--- src/rtl/cpu_pkg.sv ---
// Shared CPU datapath definitions: word type, counter width and a
// saturating-increment helper used by the transfer counters.
package cpu_pkg;

    localparam int WORD_W = 24;
    localparam int CNT_W  = 16;

    typedef logic [WORD_W-1:0] word_t;
    typedef logic [CNT_W-1:0]  cnt_t;

    localparam cnt_t CNT_MAX = {CNT_W{1'b1}};

    // Increment by one when inc is set, holding at CNT_MAX instead of wrapping.
    function automatic cnt_t cnt_sat_inc(input cnt_t value, input logic inc);
        cnt_t result;
        if (inc && (value != CNT_MAX)) begin
            result = value + cnt_t'(1'b1);
        end else begin
            result = value;
        end
        return result;
    endfunction

endpackage

--- src/rtl/demux_fifo.sv ---
// Small synchronous FIFO used once per demux output.
// Pointers carry one extra wrap bit so full and empty are distinguishable
// without a separate occupancy counter. Storage is not reset: a word is
// only ever observed after it has been written.
module demux_fifo #(
    parameter int WIDTH = 24,
    parameter int DEPTH = 2
) (
    input  logic             clk,
    input  logic             rst_n,
    input  logic             push,
    input  logic [WIDTH-1:0] push_data,
    output logic             full,
    input  logic             pop,
    output logic [WIDTH-1:0] head_data,
    output logic             empty
);

    localparam int AW = $clog2(DEPTH);
    localparam int PW = AW + 1;

    logic [PW-1:0]    wr_ptr_q;
    logic [PW-1:0]    wr_ptr_d;
    logic [PW-1:0]    rd_ptr_q;
    logic [PW-1:0]    rd_ptr_d;
    logic [WIDTH-1:0] mem_q [DEPTH];
    logic [WIDTH-1:0] mem_d [DEPTH];

    logic             push_ok_s;
    logic             pop_ok_s;
    logic [AW-1:0]    wr_idx_s;
    logic [AW-1:0]    rd_idx_s;

    assign wr_idx_s  = wr_ptr_q[AW-1:0];
    assign rd_idx_s  = rd_ptr_q[AW-1:0];

    // Flags depend only on the registered pointers.
    assign empty     = (wr_ptr_q == rd_ptr_q);
    assign full      = (wr_ptr_q[PW-1] != rd_ptr_q[PW-1]) &&
                       (wr_idx_s == rd_idx_s);
    assign head_data = mem_q[rd_idx_s];

    // Never write into a full FIFO or read from an empty one, whatever the caller does.
    assign push_ok_s = push && !full;
    assign pop_ok_s  = pop && !empty;

    // Next pointer values: each advances by one per accepted operation.
    always_comb begin
        wr_ptr_d = wr_ptr_q;
        rd_ptr_d = rd_ptr_q;
        if (push_ok_s) begin
            wr_ptr_d = wr_ptr_q + PW'(1'b1);
        end else begin
            wr_ptr_d = wr_ptr_q;
        end
        if (pop_ok_s) begin
            rd_ptr_d = rd_ptr_q + PW'(1'b1);
        end else begin
            rd_ptr_d = rd_ptr_q;
        end
    end

    // Next storage contents: write the pushed word into the tail slot.
    always_comb begin
        mem_d = mem_q;
        if (push_ok_s) begin
            mem_d[wr_idx_s] = push_data;
        end else begin
            mem_d = mem_q;
        end
    end

    // Pointer registers, cleared asynchronously so the FIFO empties at once on reset.
    always_ff @(posedge clk or negedge rst_n) begin
        if (!rst_n) begin
            wr_ptr_q <= '0;
            rd_ptr_q <= '0;
        end else begin
            wr_ptr_q <= wr_ptr_d;
            rd_ptr_q <= rd_ptr_d;
        end
    end

    // Storage registers, deliberately without reset.
    always_ff @(posedge clk) begin
        mem_q <= mem_d;
    end

endmodule

--- src/rtl/demux_1to2_buf.sv ---
// Buffered 1-to-2 demultiplexer. Each accepted word is steered by S into
// one of two output FIFOs; a stalled consumer only blocks words bound for
// its own FIFO. Input ready looks only at the selected FIFO's full flag
// and never at the consumer ready inputs.
// Optional feature macro: DEMUX_COUNT_EN adds saturating 16-bit counters
// of completed output transfers (Numeruesi0 / Numeruesi1).
module demux_1to2_buf
    import cpu_pkg::*;
#(
    parameter int WIDTH = WORD_W,
    parameter int DEPTH = 2
) (
    input  logic             Clock,
    input  logic             Reset_n,
    input  logic [WIDTH-1:0] Hyrja,
    input  logic             S,
    input  logic             Hyrja_valid,
    output logic             Hyrja_ready,
    output logic [WIDTH-1:0] Dalja0,
    output logic             Dalja0_valid,
    input  logic             Dalja0_ready,
    output logic [WIDTH-1:0] Dalja1,
    output logic             Dalja1_valid,
    input  logic             Dalja1_ready
`ifdef DEMUX_COUNT_EN
    ,
    output logic [CNT_W-1:0] Numeruesi0,
    output logic [CNT_W-1:0] Numeruesi1
`endif
);

    logic full0_s;
    logic full1_s;
    logic empty0_s;
    logic empty1_s;
    logic accept_s;
    logic push0_s;
    logic push1_s;
    logic pop0_s;
    logic pop1_s;

    // Input handshake and steering toward the FIFO chosen by S.
    always_comb begin
        Hyrja_ready = 1'b0;
        accept_s    = 1'b0;
        push0_s     = 1'b0;
        push1_s     = 1'b0;
        if (S) begin
            Hyrja_ready = !full1_s;
        end else begin
            Hyrja_ready = !full0_s;
        end
        accept_s = Hyrja_valid && Hyrja_ready;
        if (accept_s) begin
            push0_s = !S;
            push1_s = S;
        end else begin
            push0_s = 1'b0;
            push1_s = 1'b0;
        end
    end

    // Output handshakes: a FIFO pops when it is non-empty and its consumer accepts.
    always_comb begin
        Dalja0_valid = !empty0_s;
        Dalja1_valid = !empty1_s;
        pop0_s       = Dalja0_valid && Dalja0_ready;
        pop1_s       = Dalja1_valid && Dalja1_ready;
    end

    demux_fifo #(
        .WIDTH (WIDTH),
        .DEPTH (DEPTH)
    ) u_fifo0 (
        .clk       (Clock),
        .rst_n     (Reset_n),
        .push      (push0_s),
        .push_data (Hyrja),
        .full      (full0_s),
        .pop       (pop0_s),
        .head_data (Dalja0),
        .empty     (empty0_s)
    );

    demux_fifo #(
        .WIDTH (WIDTH),
        .DEPTH (DEPTH)
    ) u_fifo1 (
        .clk       (Clock),
        .rst_n     (Reset_n),
        .push      (push1_s),
        .push_data (Hyrja),
        .full      (full1_s),
        .pop       (pop1_s),
        .head_data (Dalja1),
        .empty     (empty1_s)
    );

`ifdef DEMUX_COUNT_EN
    cnt_t cnt0_q;
    cnt_t cnt0_d;
    cnt_t cnt1_q;
    cnt_t cnt1_d;

    // Next counter values: count completed output transfers, holding at all-ones.
    always_comb begin
        cnt0_d = cnt_sat_inc(cnt0_q, pop0_s);
        cnt1_d = cnt_sat_inc(cnt1_q, pop1_s);
    end

    // Transfer counter registers.
    always_ff @(posedge Clock or negedge Reset_n) begin
        if (!Reset_n) begin
            cnt0_q <= '0;
            cnt1_q <= '0;
        end else begin
            cnt0_q <= cnt0_d;
            cnt1_q <= cnt1_d;
        end
    end

    assign Numeruesi0 = cnt0_q;
    assign Numeruesi1 = cnt1_q;
`endif

endmodule

--- config.mk ---
export PLATFORM = sky130hd
export DESIGN_NAME = demux_1to2_buf
export DESIGN_NICKNAME = d
export VERILOG_FILES = /design/src/rtl/cpu_pkg.sv /design/src/rtl/demux_fifo.sv /design/src/rtl/demux_1to2_buf.sv
export SDC_FILE = /design/constraint.sdc
export NUM_CORES = 1
export LEC_CHECK = 0
export CAP_MARGIN = 20
export CORE_UTILIZATION = 45
export DETAILED_ROUTE_END_ITERATION = 10
export PLACE_DENSITY = 0.74
export SKIP_CTS_REPAIR_TIMING = 1
export SLEW_MARGIN = 20
export SYNTH_ARGS = -nofsm -noshare
export SYNTH_HDL_FRONTEND = slang
export SYNTH_HIERARCHICAL = 1
export SYNTH_SLANG_ARGS = --single-unit
--- constraint.sdc ---
create_clock -name Clock -period 3.5 [get_ports Clock]
set_input_delay 0.7 -clock Clock [delete_from_list [all_inputs] [get_ports Clock]]
set_output_delay 0.7 -clock Clock [all_outputs]
set_load 0.01 [all_outputs]
==> Word-level counts from Yosys, hierarchy flattened <==
Cells that the tools add are included.
{ "word_totals": {"register_bits": 104, "latch_bits": 0, "ramBits": 0, "romBits": 0, "in_bits": 30, "out_inout_bits": 51, "wordCells": 59, "n_memories": 0} }
{ "classes": {"add_sub_neg": 4, "mul": 0, "n_div": 0, "magnitude_cmp": 6, "eq_ne": 6, "shifts": 0, "mux": 15, "n_bitwise": 4, "n_reduce_logical": 16} }
{ "ops": {"columns": ["cell", "count"], "rows": [
  ["24-bit two-way mux", 8],
  ["48-bit bitwise mux", 2],
  ["24-bit demux with 1-bit select", 2],
  ["1-bit logical AND", 11],
  ["2-bit by 1-bit adder with 2-bit output (second input constant)", 4],
  ["2-bit >= comparator (second input constant)", 4],
  ["1-bit inverter with 2-bit output", 4],
  ["1-bit logical NOT", 5],
  ["2-bit == test", 2],
  ["2-bit by 1-bit < comparator with 1-bit output (second input constant)", 2],
  ["1-bit two-way mux", 3],
  ["1-bit == test", 2],
  ["1-bit != test", 2]
]} }

==> Longest topological paths before layout <==
Gate-level depths: netlist of run 1.
{ "logic_depth": {"depth_word": 7, "ltp_mapped": 7, "mapped_depth_nobuf": 6} }

==> By module <==
Netlist of run 1, hierarchy kept.
{ "by_module_without_submodules": {"columns": ["mod", "instances", "cells_each", "area_each_um2", "seq_area_each_um2"], "rows": [
  ["demux_fifo", 2, 102, 1970.6, 1541.5],
  ["demux_1to2_buf", 1, 7, 46.3, 0.0]
]} }

==> Worst setup path after synthesis of run 1 <==
OpenSTA, ideal clock, no wires.
{ "synth_path": {"path_kind": "reg-to-reg", "startpoint": "reg u_fifo0.rd_ptr_q[0]", "endpoint": "reg u_fifo0/mem_q[24] (netlist bit) (enable)", "setup_ps": 440, "t_arrival_ps": 2991, "required_ps": 3060, "path_slack_ps": 68, "stages_incl_launch_ff": 6, "path_buffers": 1, "synth_period_minus_slack_ps": 3432, "cell_sequence": "dfrtp_1 -> buf_2 -> xor2_1 -> nor2_1 -> nor3b_1 -> nor3b_1"} }
{ "synth_between": {"elab_chain_len": 7} }
{ "synth_lines": {"columns": ["element", "line", "rtl"], "rows": [
  ["start, declared", "demux_fifo.sv:24", "logic [PW-1:0] rd_ptr_q;"],
  ["start signal, assigned", "demux_fifo.sv:80", "rd_ptr_q <= rd_ptr_d;"],
  ["1-bit == test", "demux_fifo.sv:40", "(wr_idx_s == rd_idx_s);"],
  ["1-bit logical AND", "demux_fifo.sv:39", "assign full = (wr_ptr_q[PW-1] != rd_ptr_q[PW-1]) &&"],
  ["via full0_s", "demux_1to2_buf.sv:32", "logic full0_s;"],
  ["1-bit logical NOT", "demux_1to2_buf.sv:51", "Hyrja_ready = !full0_s;"],
  ["1-bit two-way mux", "demux_1to2_buf.sv:48", "if (S) begin"],
  ["1-bit logical AND", "demux_1to2_buf.sv:53", "accept_s = Hyrja_valid && Hyrja_ready;"],
  ["1-bit two-way mux", "demux_1to2_buf.sv:54", "if (accept_s) begin"],
  ["via push0_s", "demux_1to2_buf.sv:37", "logic push0_s;"],
  ["1-bit logical AND", "demux_fifo.sv:44", "assign push_ok_s = push && !full;"],
  ["end signal, assigned", "demux_fifo.sv:86", "mem_q <= mem_d;"],
  ["end, declared", "demux_fifo.sv:26", "logic [WIDTH-1:0] mem_q [DEPTH];"]
]} }
The timed path passes the listed nets, and every way through them passes these cells.
A chain may end at the register's enable or synchronous reset.

==> Final worst setup path of run 1 <==
{ "layout_path": {"startpoint": "reg u_fifo1.rd_ptr_q[0]", "endpoint": "out Hyrja_ready"} }
{ "layout_between": {"elab_chain_len": 4} }
{ "layout_lines": {"columns": ["element", "line", "rtl"], "rows": [
  ["start, declared", "demux_fifo.sv:24", null],
  ["start signal, assigned", "demux_fifo.sv:80", null],
  ["1-bit == test", "demux_fifo.sv:40", null],
  ["1-bit logical AND", "demux_fifo.sv:39", null],
  ["via full1_s", "demux_1to2_buf.sv:33", "logic full1_s;"],
  ["1-bit logical NOT", "demux_1to2_buf.sv:49", "Hyrja_ready = !full1_s;"],
  ["1-bit two-way mux", "demux_1to2_buf.sv:48", null],
  ["end, declared", "demux_1to2_buf.sv:18", "output logic Hyrja_ready,"]
]} }
The timed path passes the listed nets, and every way through them passes these cells.

==> results by group, run 1 <==
Run status
  – Status: finished, final reports clean

Job
  – # Max-Cap Violations: 0

Timing
  – Worst rel slew slack: 0.708
  – Total negative slack: 0 ns
  – Final min period: 2.90 ns
  – Hold Vio Cnt, Final: 0
  – Max-slew violations: 0
  – Worst Skew: roughly 0.0098 ns
  – Period Utilization, post-route: 0.830
  – RSZ-0062 raised after global routing: false
  – Max Fclk: roughly 340 MHz
  – Final setup vio count: 0
  – Slew @ Worst Pin: ~0.44 ns

Logic synthesis
  – Syn avg cell area: 18.9 µm²
  – Synth Cell Area: between 0.003 and 0.004 mm²
  – Register area share after synthesis: 0.773
  – Distinct cell type count of the synthesized netlist: 21
  – Post-Synthesis Cells: 211
  – Yosys reg bits: between 100 and 150
  – Synth Net Count: 241
  – Number of synthesis warnings: 6

Placed design
  – Routability cong.: a little under 0.7
  – Half-perimeter wire length after placement: roughly 4.8 mm
  – I/O Buffers: 80

GRT
  – Total Routing Usage GR: 0.174
  – First-pass GRT wire length: between 10 and 15 mm
  – Pin count of the biggest net entering global routing: 31
  – Antenna violations before repair: 0
  – Number of global-route vias before repair: approximately 2100
  – Gr ovfl total: 0

Layout
  – P&R area growth vs syn: 29.5%
  – Fill cells: roughly 640
  – Util after Layout: 0.616
  – Nets: approximately 330
  – Multi-input gate area in the final layout: about 900 µm²
  – Layout cells sized above 1: 0.258
  – Ant diodes: 0
  – Sequential Area: approximately 0.0031 mm²

Clock tree
  – H-tree depth: 3
  – CTS tree: done
  – Worst-Skew Late Latency: 0.36 ns
  – Clock Tree Buf Depth: 2
  – CTS root buffer: clkbuf_8
  – TritonCTS Buffers: 9
  – Clk sinks: around 100
  – Reg clk slew, reported paths: 0.10 ns

Worst setup path
  – Crit Path Category: flip-flop to primary output
  – Worst setup SP type: flip-flop
  – Cell Chain, Critical Path: buf_4 -> xor2_1 -> nor2_1 -> mux2i_1 -> clkdlybuf4s50_1
  – Worst path max stage delay: approximately 0.6 ns
  – Slowest-stage cell, CP: dfrtp_1
  – Reg-to-reg critical path startpoint: u_fifo1/rd_ptr_q[0]$_DFFE_PN0P_
  – Worst reg2reg setup slack: 1.04 ns
  – Arr. time, crit path: between 2 and 2.5 ns
  – Worst setup EP type: primary output
  – Crit path max fanout: 9
  – Required @ worst endpoint: around 2.8 ns
  – Path depth of the worst reg2reg path: 7
  – Crit. Startpoint: u_fifo1/rd_ptr_q[0]$_DFFE_PN0P_
  – Reg-to-reg critical path endpoint: u_fifo1/mem_q[17]$_DFFE_PP_

Die
  – Die width: just under 100 µm
  – Die Ht: approximately 96 µm
  – Placeable Area: about 0.0084 mm²
  – DIE AREA: 0.00924 mm²
  – Num rows: 33
  – IO Pins: 81
  – Initial Utilization: 0.476

Power and ir drop
  – Peak supply drop: roughly 0.00033 V
  – P per Cell Area: 796 mW/mm²
  – Pwr Total: slightly above 4 mW
  – Leak pwr: approximately 1.7 nW

Detailed routing
  – Post-DR vias/cell: slightly above 5
  – Antenna viol nets, final: 0
  – Via count: roughly 2100
  – Wire length per cell: roughly 18 µm
  – Pre-antenna DRT Iters: 4
  – DR DRC count: 0
  – 1st-iter DRT viols: 105
  – Total routed wirelength: approximately 7.4 mm

Min path
  – HP Class: input port to asynchronous set/reset pin
==> sequential cells by signal, summed over array words and instances, names as in the netlist <==
register / flops
u_fifo0/mem_q: 48
u_fifo1/mem_q: 48
u_fifo0/rd_ptr_q: 2
u_fifo0/wr_ptr_q: 2
u_fifo1/rd_ptr_q: 2
u_fifo1/wr_ptr_q: 2
==> cells by family after synthesis <==
logic type,after synthesis,synth area share
compound gates,18,0.0245
xor+xnor,6,0.0169
buf+inv,10,0.0113
flops,104,0.773
mux,53,0.149
simple gates,20,0.0254
==> layer usage <==
layer | track usage | part of all wire | wire (µm) | vias up
met2 | 0.280 | 0.51 | 3730 | 56
met1 | 0.225 | 0.44 | 3230 | 1078
met3 | 0.0348 | 0.041 | 302 | 7
met4 | 0.0896 | 0.016 | 120 | 0
met5 | 0 | 0 | 0 | -
li1 | - | - | - | 986
==> cell type report <==
class,instances,area share
clock inverters,6,0.0133
clock buffers,10,0.0247
well taps,105,0.0254
multi-input cells,97,0.173
repair buffers,87,0.165
inverters,2,0.00145
flip-flops and latches,104,0.597
==> through the flow <==
stage          area, µm²  hold WS [ns]  setup slack [ns]  cells
2_1_floorplan       3990         0.404            0.0683    211
3_3_place_gp        4970         0.597             0.799    395
3_5_place_dp        4970         0.626             0.730    395
4_1_cts             5160         0.621             0.537    411
5_1_grt             5160         0.632             0.384    411
6_report            5160         0.627             0.596    411
==> Yosys cell counts <==
library cell / n / share of area
edfxtp_1: 96 / 0.72
mux2_2: 50 / 0.14
a21oi_1: 8 / 0.010
dfrtp_1: 8 / 0.050
nor2_1: 8 / 0.0075
buf_2: 6 / 0.0075
nand2_1: 4 / 0.0038
o21ai_1: 4 / 0.0050
mux2i_1: 3 / 0.0075
nor3b_1: 3 / 0.0056
a21boi_0: 2 / 0.0038
a31oi_1: 2 / 0.0031
clkbuf_1: 2 / 0.0019
inv_1: 2 / 0.0019
nor2b_1: 2 / 0.0031
o21ai_0: 2 / 0.0025
or2_2: 2 / 0.0031
xnor2_1: 2 / 0.0044
xor2_1: 2 / 0.0044
xor2_2: 2 / 0.0082
and3b_1: 1 / 0.0022
==> critical path: cells and delay by family, from the launching register on <==
kind / cells / cell delay [ns]
xor gates and xnor gates: 1 / 0.19
buffers and inverters: 2 / 0.83
DFF: 1 / 0.61
muxes: 1 / 0.13
and+or+nand+nor: 1 / 0.08
==> power breakdown <==
group / switching [mW] / leakage [nW] / internal [mW]
Clock: 0.396 / 0.0921 / 0.335
Combinational: 0.766 / 0.669 / 0.868
Sequential: 0.130 / 0.966 / 1.62
==> cell usage in the layout (no fill, tap or decap), types with 3 or more instances in the layout <==
master / count
mux2_2: 50
clkbuf_8: 9
clkdlybuf4s50_1: 80
o21ai_1: 4
dfrtp_1: 8
edfxtp_1: 96
buf_4: 7
nor2_1: 8
nand2_1: 4
a21oi_1: 6
mux2i_1: 3
==> how the worst max path moves through the flow <==
stage,to,slack (ns),depth (start not counted)
3_5_place_dp,u_fifo0/mem_q[13]$_DFFE_PP_,0.73,5
6_report,Hyrja_ready,0.60,5
3_3_place_gp,u_fifo0/mem_q[7]$_DFFE_PP_,0.80,5
2_1_floorplan,u_fifo0/mem_q[24]$_DFFE_PP_,0.07,5
5_1_grt,Hyrja_ready,0.38,5
4_1_cts,Hyrja_ready,0.54,5
Power figures use the tool's default switching activity.
==> run 2: changes to the inputs <==
PLACE_DENSITY = 0.71   (was 0.74)
clock period = 2.8 ns   (was 3.5 ns; I/O delays follow)
==> run 2 against run 1 <==
  * Total power increased by 25%
  * First-iteration DRC count decreased by 39%
  * Critical path type unchanged
  * Core utilization increased by 0.49 points
  * Combinational power increased by 29%
==> results by group, run 2 (synthesis results as in run 1) <==
Detailed routing
  – Wire length per cell: 17.7 µm
  – Via count: 2139
  – Post-DR vias/cell: 5.19
  – Pre-antenna DRT Iters: 4
  – 1st-iter DRT viols: 64
  – Antenna viol nets, final: 0
  – Total routed wirelength: about 7.3 mm
  – DR DRC count: 0

Die
  – Placeable Area: between 0.008 and 0.009 mm²
  – IO Pins: 81
  – Num rows: 33
  – Die width: between 90 and 100 µm
  – DIE AREA: ~0.0092 mm²
  – Die Ht: between 90 and 100 µm
  – Initial Utilization: 0.476

Worst setup path
  – Reg-to-reg critical path endpoint: u_fifo0/mem_q[19]$_DFFE_PP_
  – Crit Path Category: flip-flop to primary output
  – Crit. Startpoint: u_fifo1/rd_ptr_q[0]$_DFFE_PN0P_
  – Worst setup SP type: flip-flop
  – Worst Setup EP: Dalja1[22]
  – Reg-to-reg critical path startpoint: u_fifo0/rd_ptr_q[1]$_DFFE_PN0P_
  – Crit path max fanout: 9
  – Worst setup EP type: primary output
  – Path depth of the worst reg2reg path: 6
  – Required @ worst endpoint: 2.24 ns
  – Arr. time, crit path: around 2.1 ns
  – Worst reg2reg setup slack: 0.49 ns

Timing
  – Final min period: around 2.6 ns
  – Period Utilization, post-route: 0.935
  – Worst rel slew slack: 0.671
  – Max-slew violations: 0
  – Setup ws final: roughly 0.18 ns
  – RSZ-0062 raised after global routing: false
  – Total negative slack: 0 ns
  – Hold Vio Cnt, Final: 0
  – Max Fclk: approximately 380 MHz
  – Slew @ Worst Pin: 0.493 ns
  – Final setup vio count: 0
  – Worst Skew: 0.00759 ns

Clock tree
  – Worst-Skew Late Latency: 0.35 ns
  – CTS root buffer: clkbuf_8
  – H-tree depth: 3
  – Clk sinks: approximately 100
  – Reg clk slew, reported paths: ~0.10 ns
  – CTS tree: done
  – TritonCTS Buffers: 9
  – Clock Tree Buf Depth: 2

Run status
  – Status: finished, final reports clean

Layout
  – Most frequent cells in the layout: edfxtp_1, clkdlybuf4s50_1, mux2_2
  – Top flop regs: u_fifo0/mem_q: 48 flops, u_fifo1/mem_q: 48 flops
  – Layout cells sized above 1: 0.267
  – Ant diodes: 0
  – P&R area growth vs syn: 30.5%
  – Nets: approximately 330
  – Most common cell after layout, fill and taps aside: edfxtp_1
  – Util after Layout: 0.621
  – Fill cells: a little under 600

Power and ir drop
  – Peak supply drop: 0.000470 V
  – Psw: around 1.6 mW
  – Reg power frac: 0.427
  – P per Cell Area: 986 mW/mm²
  – Leak pwr: ~1.7 nW
  – Pwr Total: a little over 5 mW
  – Comb power frac: 0.410
  – Sw Share: 0.320
  – Clock share of power: 0.163
  – Internal cell power: roughly 3.5 mW

Placed design
  – Half-perimeter wire length after placement: ~4.8 mm
  – Routability cong.: 0.710
  – Dpl ws: about 0.3 ns
  – I/O Buffers: 80

GRT
  – First-pass GRT wire length: about 11 mm
  – Gr ovfl total: 0
  – Number of global-route vias before repair: ~2200
  – Antenna violations before repair: 0
  – Total Routing Usage GR: 0.170
  – Pin count of the biggest net entering global routing: 25

Job
  – # Max-Cap Violations: 0

Min path
  – HP Class: input port to asynchronous set/reset pin
==> run 2: cell count changes in the layout (fill, tap and decap cells not counted), sizes merged <==
| cell | previous run | this run |
|---|---|---|
| clkinv | 2 | 3 |
| clkbuf | 10 | 9 |
| bufinv | 1 | 0 |
| buf | 7 | 8 |
| clkinvlp | 2 | 3 |
==> run 2: critical path: stages, from the launching register on <==
cell	delay, ns
dfrtp_1	0.62
buf_4	0.26
mux2_2	0.35
clkdlybuf4s50_1	0.48
==> run 2: per-stage QoR <==
step / instances / area, µm² / hold slack [ns]
6_report: 412 / 5200 / 0.488
5_1_grt: 412 / 5200 / 0.506
4_1_cts: 412 / 5200 / 0.474
3_5_place_dp: 396 / 5020 / 0.600
3_3_place_gp: 396 / 5020 / 0.592
2_1_floorplan: 211 / 4000 / 0.264
==> run 2: per-layer routing <==
metal	vias up	share of wire	GRT usage
met2	62	0.49	0.273
li1	989	-	-
met4	0	0.0073	0.0672
met3	6	0.053	0.0387
met1	1082	0.45	0.226
met5	-	0	0
==> run 2: area by class of cell <==
cell class / count / area [µm²] / share of cell area
Clock buffer: 9 / 124 / 0.0238
Timing Repair Buffer: 88 / 898 / 0.173
Sequential cell: 104 / 3080 / 0.592
Inverter: 2 / 7.51 / 0.00144
Multi-Input combinational cell: 97 / 905 / 0.174
Tap cell: 105 / 131 / 0.0252
Clock inverter: 7 / 56.3 / 0.0108
==> run 2: how the worst min path moves through the flow <==
stage                                    startpoint                               to  slack, ns  cells past startpoint
floorplan                                   Reset_n  u_fifo0/rd_ptr_q[0]$_DFFE_PN0P_       0.26                      0
global placement    u_fifo0/wr_ptr_q[1]$_DFFE_PN0P_  u_fifo0/wr_ptr_q[1]$_DFFE_PN0P_       0.59                      2
detailed placement  u_fifo0/wr_ptr_q[1]$_DFFE_PN0P_  u_fifo0/wr_ptr_q[1]$_DFFE_PN0P_       0.60                      2
CTS                                         Reset_n  u_fifo0/wr_ptr_q[1]$_DFFE_PN0P_       0.47                      1
global route                                Reset_n  u_fifo0/wr_ptr_q[1]$_DFFE_PN0P_       0.51                      1
finish                                      Reset_n  u_fifo0/wr_ptr_q[1]$_DFFE_PN0P_       0.49                      1
==> run 2: power by group through the flow <==
stage / combinational, mW / clock (mW) / sequential, mW
2_1_floorplan: 1.15 / 0 / 2.15
3_3_place_gp: 2.10 / 0 / 2.21
5_1_grt: 2.27 / 0.926 / 2.22
6_report: 2.10 / 0.838 / 2.19
3_5_place_dp: 2.12 / 0 / 2.23
4_1_cts: 2.14 / 0.863 / 2.19
==> run 3: changes to the inputs <==
CORE_UTILIZATION = 50   (was 45)
PLACE_DENSITY = 0.78   (was 0.71)
SYNTH_HIERARCHICAL = not set   (was 1)
==> run 3 against run 2 <==
  * Hold slack lost 0.0052 ns
  * Largest power group unchanged
  * Highest routed layer unchanged
  * Cell area shrank 2.4%
  * Maximum frequency shrank 0.57%
  * Via count shrank 5.2%
  * Synthesized cell count shrank 8.5%
==> results by group, run 3 <==
Run status
  – Status: finished, final reports clean

GRT
  – Number of global-route vias before repair: about 2100
  – Met3 usage: 0.0497
  – First-pass GRT wire length: about 11 mm
  – Antenna violations before repair: 0
  – Routing usage on met2: 0.303
  – Pin count of the biggest net entering global routing: 26
  – Busiest grt layer: met2
  – Gr ovfl total: 0
  – Total Routing Usage GR: 0.182
  – Global routing met1 resource utilization: 0.231

Worst setup path
  – Reg-to-reg critical path startpoint: u_fifo1.rd_ptr_q[1]$_DFFE_PN0P_
  – Worst reg2reg setup slack: approximately 1 ns
  – Crit. Startpoint: u_fifo1.rd_ptr_q[1]$_DFFE_PN0P_
  – Required @ worst endpoint: 2.24 ns
  – Crit Path Category: flip-flop to primary output
  – Crit path max fanout: 6
  – Worst setup SP type: flip-flop
  – Arr. time, crit path: just over 2 ns
  – Worst setup EP type: primary output

Clock tree
  – TritonCTS Buffers: 9
  – Worst-Skew Late Latency: around 0.34 ns
  – CTS tree: done
  – H-tree depth: 3
  – Clock Tree Buf Depth: 2
  – Clk sinks: 104
  – CTS root buffer: clkbuf_8
  – Reg clk slew, reported paths: 0.09 ns

Layout
  – Fill cells: 483
  – Multi-input gate area in the final layout: approximately 800 µm²
  – Top flop regs: u_fifo0.mem_q: 48 flops, u_fifo1.mem_q: 48 flops
  – Util after Layout: 0.686
  – P&R area growth vs syn: 30.1%
  – Nets: roughly 320
  – Most frequent cells in the layout: edfxtp_1, clkdlybuf4s50_1, mux2_2
  – Sequential Area: around 0.0031 mm²
  – Ant diodes: 0
  – Most common cell after layout, fill and taps aside: edfxtp_1
  – Layout cells sized above 1: 0.267

Logic synthesis
  – Async SR Flop Fraction: 0.0769
  – Post-Synthesis Cells: slightly below 200
  – Top cells by instance count after synthesis: edfxtp_1, mux2_2, dfrtp_1, xnor2_1
  – Register area share after synthesis: 0.789
  – Synth top area share: 0.738
  – Syn avg cell area: 20.2 µm²
  – EDFF count, synth: between 90 and 100
  – Yosys reg bits: 104
  – Distinct cell type count of the synthesized netlist: 21
  – Count leader, synth: edfxtp_1
  – Synth area leader: edfxtp_1
  – Synth top area cells: edfxtp_1, mux2_2, dfrtp_1, xnor2_1, xor2_1
  – Synth Net Count: roughly 220
  – Primary FF master, synth: edfxtp_1
  – Number of synthesis warnings: 0
  – Synth Cell Area: 0.00390 mm²

Detailed routing
  – Pre-antenna DRT Iters: 4
  – Total routed wirelength: 7.02 mm
  – Antenna viol nets, final: 0
  – Via count: 2027
  – Post-DR vias/cell: 5.18
  – 1st-iter DRT viols: a little over 70
  – DR DRC count: 0
  – Wire length per cell: 18.0 µm

Timing
  – Total negative slack: 0 ns
  – Hold Vio Cnt, Final: 0
  – Period Utilization, post-route: 0.941
  – Final min period: about 2.6 ns
  – Max Fclk: approximately 380 MHz
  – Worst rel slew slack: 0.632
  – Slew @ Worst Pin: 0.550 ns
  – Max-slew violations: 0
  – Worst Skew: 0.00718 ns
  – RSZ-0062 raised after global routing: false
  – Final setup vio count: 0

Power and ir drop
  – Peak supply drop: between 0.0004 and 0.0005 V
  – P per Cell Area: roughly 1000 mW/mm²
  – Leak pwr: about 1.7 nW
  – Pwr Total: about 5.0 mW

Die
  – IO Pins: 81
  – Placeable Area: about 0.0074 mm²
  – DIE AREA: about 0.0082 mm²
  – Initial Utilization: 0.527
  – Num rows: 31
  – Die width: between 90 and 100 µm
  – Die Ht: 90.4 µm

Placed design
  – Routability cong.: between 0.7 and 0.8
  – I/O Buffers: 80
  – Half-perimeter wire length after placement: approximately 4.6 mm

Job
  – # Max-Cap Violations: 0

Min path
  – HP Class: input port to asynchronous set/reset pin
## run 3: layer usage
metal / share of wire / vias up
li1: - / 932
met3: 0.053 / 7
met5: 0 / -
met4: 0.015 / 0
met1: 0.43 / 1012
met2: 0.50 / 76
## run 3: final cells by class
| class | instances | area share |
|---|---|---|
| Clock buffer | 10 | 0.0251 |
| Inverter | 2 | 0.00148 |
| Clock inverter | 5 | 0.0113 |
| Tap cell | 99 | 0.0244 |
| Sequential cell | 104 | 0.607 |
| Multi-Input combinational cell | 80 | 0.157 |
| Timing Repair Buffer | 91 | 0.174 |
## run 3: cell families (layout without fill, tap and decap cells)
family,after synthesis,in the layout,synth area share
compound gates,9,9,0.0144
xor+xnor,14,14,0.0333
buf+inv,9,108,0.0122
flops,104,104,0.789
mux,48,48,0.138
simple gates,9,9,0.0122
## run 3: final timing paths
path / to / cells past startpoint
hold / removal: u_fifo1.wr_ptr_q[0]$_DFFE_PN0P_ / 1
setup reg to reg: u_fifo1.mem_q[45]$_DFFE_PP_ / 4
hold reg to reg: u_fifo1.wr_ptr_q[1]$_DFFE_PN0P_ / 1
max in group asynchronous: u_fifo0.wr_ptr_q[0]$_DFFE_PN0P_ / 1
setup / recovery: Hyrja_ready / 4
min in group Clock: u_fifo1.wr_ptr_q[1]$_DFFE_PN0P_ / 1
## run 3: where the power goes
group | switching (mW) | internal (mW)
clock | 0.473 | 0.409
sequential | 0.124 | 2.02
combinational | 0.896 | 1.07
## run 3: worst max-delay path, cell delays in order, from the launching register on
cell and delay [ns]:
dfrtp_1 0.41, xor2_1 0.48, and2_1 0.28, a21oi_1 0.09
clkdlybuf4s50_1 0.48
## run 3: metrics by stage
stage	instance area [µm²]	hold slack [ns]	setup slack, ns	std cells
floorplan	3910	0.264	0.538	193
global placement	4890	0.478	0.412	376
detailed placement	4890	0.484	0.395	376
CTS	5080	0.473	0.151	391
global route	5080	0.479	0.0437	391
finish	5080	0.483	0.166	391
